<file path="src/rtl/packet_fifo_writer.sv">
// Write-side framing stage for the dual-clock packet FIFO: commits good packets, rewinds bad ones.
// Optional statistics counters are enabled by defining PKT_FIFO_WRITER_STATS_EN.
module packet_fifo_writer #(
  parameter int unsigned DATA_WIDTH  = 8,
  parameter int unsigned FIFO_DEPTH  = 12,
  parameter int unsigned MAX_PKT_LEN = 1518
) (
  input  logic                  clock,
  input  logic                  reset,
  input  logic [DATA_WIDTH-1:0] src_data,
  input  logic                  src_valid,
  input  logic                  src_start,
  input  logic                  src_end,
  input  logic                  src_error,
  output logic                  src_ready,
  input  logic                  fifo_full,
  input  logic [FIFO_DEPTH-1:0] fifo_address,
  output logic [DATA_WIDTH-1:0] fifo_data,
  output logic                  fifo_enable,
  output logic                  fifo_start,
  output logic                  fifo_end,
  output logic                  fifo_reset,
  output logic [FIFO_DEPTH-1:0] fifo_reset_address
`ifdef PKT_FIFO_WRITER_STATS_EN
  ,
  output logic [15:0]           pkt_accepted_count,
  output logic [15:0]           pkt_dropped_count
`endif
);

  localparam int unsigned LEN_W = $clog2(MAX_PKT_LEN + 1);

  typedef enum logic [1:0] {IDLE, PASS, REWIND, DROP} state_t;

  state_t                state_q, state_d;
  logic [LEN_W-1:0]      len_q, len_d;
  logic [FIFO_DEPTH-1:0] pkt_start_addr_q, pkt_start_addr_d;
  logic                  drop_rest_q, drop_rest_d;
  logic [DATA_WIDTH-1:0] fifo_data_q, fifo_data_d;
  logic                  fifo_enable_q, fifo_enable_d;
  logic                  fifo_start_q, fifo_start_d;
  logic                  fifo_end_q, fifo_end_d;
  logic                  fifo_reset_q, fifo_reset_d;
  logic [FIFO_DEPTH-1:0] fifo_reset_address_q, fifo_reset_address_d;
  logic                  accept;
  logic                  abort;
  logic                  acc_inc;
  logic                  drop_inc;

  // Ready depends on the live full flag so back-pressure takes effect in the same cycle
  always_comb begin
    src_ready = 1'b0;
    case (state_q)
      IDLE, PASS: src_ready = !fifo_full;
      DROP:       src_ready = 1'b1;
      default:    src_ready = 1'b0;
    endcase
    if (reset) src_ready = 1'b0;
  end

  always_comb begin
    state_d              = state_q;
    len_d                = len_q;
    drop_rest_d          = drop_rest_q;
    fifo_data_d          = fifo_data_q;
    fifo_start_d         = fifo_start_q;
    fifo_end_d           = fifo_end_q;
    fifo_enable_d        = 1'b0;
    fifo_reset_d         = 1'b0;
    fifo_reset_address_d = fifo_reset_address_q;
    acc_inc              = 1'b0;
    drop_inc             = 1'b0;
    accept               = src_valid && src_ready;
    abort                = src_error || src_start || (len_q == LEN_W'(MAX_PKT_LEN));
    // Start-beat address is visible on fifo_address while its write strobe is out
    pkt_start_addr_d     = (fifo_enable_q && fifo_start_q) ? fifo_address : pkt_start_addr_q;

    case (state_q)
      IDLE: begin
        if (accept && src_start) begin
          if (!src_error) begin
            fifo_enable_d = 1'b1;
            fifo_data_d   = src_data;
            fifo_start_d  = 1'b1;
            fifo_end_d    = src_end;
            len_d         = LEN_W'(1);
            acc_inc       = src_end;
            state_d       = src_end ? IDLE : PASS;
          end else begin
            drop_inc = 1'b1;
            state_d  = src_end ? IDLE : DROP;
          end
        end
      end
      PASS: begin
        if (accept) begin
          if (abort) begin
            // Strobe is registered, so raising it here lands it in the REWIND cycle
            fifo_reset_d         = 1'b1;
            fifo_reset_address_d = pkt_start_addr_d;
            drop_rest_d          = !src_end;
            drop_inc             = 1'b1;
            state_d              = REWIND;
          end else begin
            fifo_enable_d = 1'b1;
            fifo_data_d   = src_data;
            fifo_start_d  = 1'b0;
            fifo_end_d    = src_end;
            len_d         = len_q + LEN_W'(1);
            acc_inc       = src_end;
            state_d       = src_end ? IDLE : PASS;
          end
        end
      end
      REWIND: begin
        state_d = drop_rest_q ? DROP : IDLE;
      end
      DROP: begin
        if (accept && src_end) state_d = IDLE;
      end
      default: state_d = IDLE;
    endcase
  end

  always_ff @(posedge clock or posedge reset) begin
    if (reset) begin
      state_q              <= IDLE;
      len_q                <= '0;
      pkt_start_addr_q     <= '0;
      drop_rest_q          <= 1'b0;
      fifo_data_q          <= '0;
      fifo_enable_q        <= 1'b0;
      fifo_start_q         <= 1'b0;
      fifo_end_q           <= 1'b0;
      fifo_reset_q         <= 1'b0;
      fifo_reset_address_q <= '0;
    end else begin
      state_q              <= state_d;
      len_q                <= len_d;
      pkt_start_addr_q     <= pkt_start_addr_d;
      drop_rest_q          <= drop_rest_d;
      fifo_data_q          <= fifo_data_d;
      fifo_enable_q        <= fifo_enable_d;
      fifo_start_q         <= fifo_start_d;
      fifo_end_q           <= fifo_end_d;
      fifo_reset_q         <= fifo_reset_d;
      fifo_reset_address_q <= fifo_reset_address_d;
    end
  end

  assign fifo_data          = fifo_data_q;
  assign fifo_enable        = fifo_enable_q;
  assign fifo_start         = fifo_start_q;
  assign fifo_end           = fifo_end_q;
  assign fifo_reset         = fifo_reset_q;
  assign fifo_reset_address = fifo_reset_address_q;

`ifdef PKT_FIFO_WRITER_STATS_EN
  logic [15:0] acc_cnt_q, acc_cnt_d;
  logic [15:0] drop_cnt_q, drop_cnt_d;

  // Saturating packet counters
  always_comb begin
    acc_cnt_d  = acc_cnt_q;
    drop_cnt_d = drop_cnt_q;
    if (acc_inc && (acc_cnt_q != 16'hFFFF))   acc_cnt_d  = acc_cnt_q + 16'd1;
    if (drop_inc && (drop_cnt_q != 16'hFFFF)) drop_cnt_d = drop_cnt_q + 16'd1;
  end

  always_ff @(posedge clock or posedge reset) begin
    if (reset) begin
      acc_cnt_q  <= '0;
      drop_cnt_q <= '0;
    end else begin
      acc_cnt_q  <= acc_cnt_d;
      drop_cnt_q <= drop_cnt_d;
    end
  end

  assign pkt_accepted_count = acc_cnt_q;
  assign pkt_dropped_count  = drop_cnt_q;
`endif

endmodule

</file>
<file path="config.mk">
export PLATFORM = sky130hd
export DESIGN_NAME = packet_fifo_writer
export DESIGN_NICKNAME = d
export VERILOG_FILES = /design/src/rtl/packet_fifo_writer.sv
export SDC_FILE = /design/constraint.sdc
export NUM_CORES = 1
export LEC_CHECK = 0
export BUFFER_PORTS_ARGS = -buffer_cell sky130_fd_sc_hd__buf_2
export CAP_MARGIN = 5
export CORE_ASPECT_RATIO = 0.8
export CORE_MARGIN = 8
export CORE_UTILIZATION = 48
export DETAILED_ROUTE_END_ITERATION = 8
export PLACE_DENSITY = 0.87
export SETUP_SLACK_MARGIN = 0.2
export SYNTH_ARGS = -nofsm -noshare
export SYNTH_HDL_FRONTEND = slang
export SYNTH_SLANG_ARGS = --single-unit
export TNS_END_PERCENT = 5
</file>
<file path="constraint.sdc">
create_clock -name clock -period 3 [get_ports clock]
set_input_delay 0.9 -clock clock [delete_from_list [all_inputs] [get_ports clock]]
set_output_delay 0.9 -clock clock [all_outputs]
set_load 0.1 [all_outputs]
</file>
==> summary.txt <==
synthesized area: 2340 um2
Die Span Y: 78.4 um
FP Rows: 22
CP endpoint kind: primary output
CTS clock-pin slew for the worst setup and hold paths: 0.09 ns
Detailed Routing Iterations Pass 1: 4
die area: 7370 um2
Post-DP HPWL: 3.67 mm
critical path arrival: 1.75 ns
critical path required time: 2.10 ns
status: completed
Max transition margin: 0.589
Distinct cells, synth: 43
most used routing layer: met2
I/O pin total: 52
Achievable Freq: 377 MHz
Cell Chain, Critical Path: buf_2, nand2b_1, and3_4, buf_2
via/cell ratio: 5.74
Seq/Total Area, Yosys: 0.535
share of cells above drive strength 1: 0.446
Die Width: 94.0 um
grt total ovfl: 0
TritonCTS Buffers: 5
antenna-violating nets left: 0
met3 usage: 0.0409
min Tclk post-route: 2.65 ns
fin nets: 270
via count: 1733
root buf cell: clkbuf_8
H-tree depth: 2
placeable core area: 4620 um2
Max stage delay cell, worst path: buf_2
post-cts sizing count: 0
RSZ-0062 raised after global routing: no
TritonCTS clock tree: yes
number of flops mapped to enable cells by yosys: 0
# hold bufs at CTS: 0
Routed WL per cell: 16.6 um
Iter 0 DRT Violations: 112
share of flip-flops with an asynchronous set or reset: 1.00
fillcell total: 389
final hold vios: 0
total of max-cap violations: 0
number of global-route vias before repair: 1740
Yosys top cell by area: dfrtp_1
Period Utilization, post-route: 0.885
WL final: 5.01 mm
mean post-synth cell area: 12.6 um2
CP Class: primary input to primary output
crit path max fanout: 4
Primary FF master, synth: dfrtp_1
port bufs: 51
Yosys top cell area share: 0.535
worst-skew pair later-pin latency: 0.29 ns
Area growth syn-to-layout: 17.8%
Finished Core Util: 0.596
starting density of the core: 0.505
met1 Use GR: 0.181
CP dominant cell by count: buf_2
clock sinks: 50
met2 Use GR: 0.219
All-Layer GR Usage: 0.139
Setup crit start kind: primary input
Final Wtd Congestion: 0.958
number of synthesized register bits: 50
Pins Over Slew Limit: 0
first-pass GRT wire length: 8.39 mm
initial antenna violation count: 0
largest net degree at the start of global routing: 51
Post-Route Skew: 0.00525 ns
# DRC: 0
syn nets: 214
YS warnings: 0
n_diodes: 0
worst slew pin tran: 0.617 ns
max incr delay on CP: 0.41 ns
synth top area cells: dfrtp_1 54%, mux2_2 13%, mux2_4 4.5%
maximum clock insertion buffer count: 2
setup bufs post-CTS: 0
Final setup viols: 0
cells after synthesis: 185
HP Class: flop to flop
==> logic make-up (layout without fill, tap and decap cells) <==
kind of cell / count (synthesis) / in the layout / share of synthesized area
DFF: 50 / 50 / 0.535
buffers and inverters: 16 / 73 / 0.0327
adders and majority gates: 2 / 2 / 0.0107
muxes: 35 / 35 / 0.180
and+or+nand+nor: 47 / 47 / 0.127
AOI/OAI and AO/OA: 35 / 35 / 0.114
==> cell type report <==
type                            instances  area, um2  share of cell area
Sequential cell                        50       1250               0.454
Inverter                               10       41.3              0.0150
Multi-Input combinational cell        119       1010               0.368
Clock inverter                          2       13.8             0.00500
Clock buffer                            6       72.6              0.0264
Tap cell                               60       75.1              0.0273
Timing Repair Buffer                   55        285               0.104
==> state kept, by name, summed over array words and instances, names as in the netlist <==
signal	count
state_q	2
len_q	11
fifo_reset_address	12
drop_rest_q	1
fifo_reset	1
fifo_end	1
fifo_enable	1
fifo_data	8
pkt_start_addr_q	12
fifo_start	1
==> metal layers <==
layer	up-vias	wire length, um	part of all wire
met5	-	0	0
met4	0	41	0.0082
met3	2	371	0.074
met2	54	2320	0.46
met1	881	2280	0.46
li1	796	-	-
==> Yosys cell counts, types with 2 or more instances <==
| cell | count |
|---|---|
| dfrtp_1 | 50 |
| mux2_2 | 28 |
| inv_1 | 10 |
| a31oi_1 | 8 |
| nand2_1 | 8 |
| nand3_1 | 8 |
| mux2_4 | 7 |
| o21ai_0 | 6 |
| nand4_1 | 5 |
| nor2_1 | 4 |
| a21oi_1 | 3 |
| a41oi_1 | 3 |
| clkbuf_1 | 3 |
| nand2b_1 | 3 |
| a2bb2oi_1 | 2 |
| and3_1 | 2 |
| buf_6 | 2 |
| ha_1 | 2 |
| nor2b_1 | 2 |
| nor3_1 | 2 |
| nor4_1 | 2 |
| o211ai_1 | 2 |
| o22ai_1 | 2 |
| o31ai_4 | 2 |
==> worst paths after layout <==
path / start / slack [ns] / depth (start not counted) / end
min in group asynchronous: reset / 0.83 / 3 / state_q[1]$_DFFE_PP0P_
hold / removal: pkt_start_addr_q[7]$_DFF_PP0_ / 0.50 / 1 / pkt_start_addr_q[7]$_DFF_PP0_
setup reg to reg: len_q[0]$_DFFE_PP0P_ / 0.79 / 6 / fifo_reset_address[10]$_DFFE_PP0P_
setup / recovery: fifo_full / 0.35 / 4 / src_ready
hold reg to reg: pkt_start_addr_q[7]$_DFF_PP0_ / 0.50 / 1 / pkt_start_addr_q[7]$_DFF_PP0_
max in group asynchronous: reset / 1.74 / 3 / fifo_reset_address[5]$_DFFE_PP0P_
==> cell usage in the layout, fill, tap and decap left out, types with 2 or more instances in the layout <==
cell / count
buf_4: 4
nand4_1: 5
o22ai_1: 2
nor2_1: 4
mux2_4: 7
ha_1: 2
clkbuf_8: 5
mux2_2: 28
inv_1: 9
a41oi_1: 3
nand2b_1: 3
nor3_1: 2
buf_2: 51
a21oi_1: 3
a31oi_1: 8
nor2b_1: 2
nand2_1: 8
o211ai_1: 2
nand3_1: 8
a2bb2oi_1: 2
dfrtp_1: 50
nor4_1: 2
o21ai_0: 6
o31ai_4: 2
==> critical path: cells and delay by family <==
family / cells / cell delay [ns]
AND/OR/NAND/NOR: 2 / 0.32
buffers and inverters: 2 / 0.53
==> through the flow <==
step                setup slack (ns)  setup TNS [ns]  hold slack (ns)  instance area, um2  std cells
floorplan                  -0.000329       -0.000329            0.450                2350        185
global placement               0.361               0            0.474                2670        294
detailed placement             0.348               0            0.479                2670        294
CTS                            0.350               0            0.501                2750        302
global route                   0.284               0            0.513                2750        302
finish                         0.346               0            0.499                2750        302
Power is not shown: default switching activity piles up to over one toggle a cycle in this logic, so the estimate is an artifact.
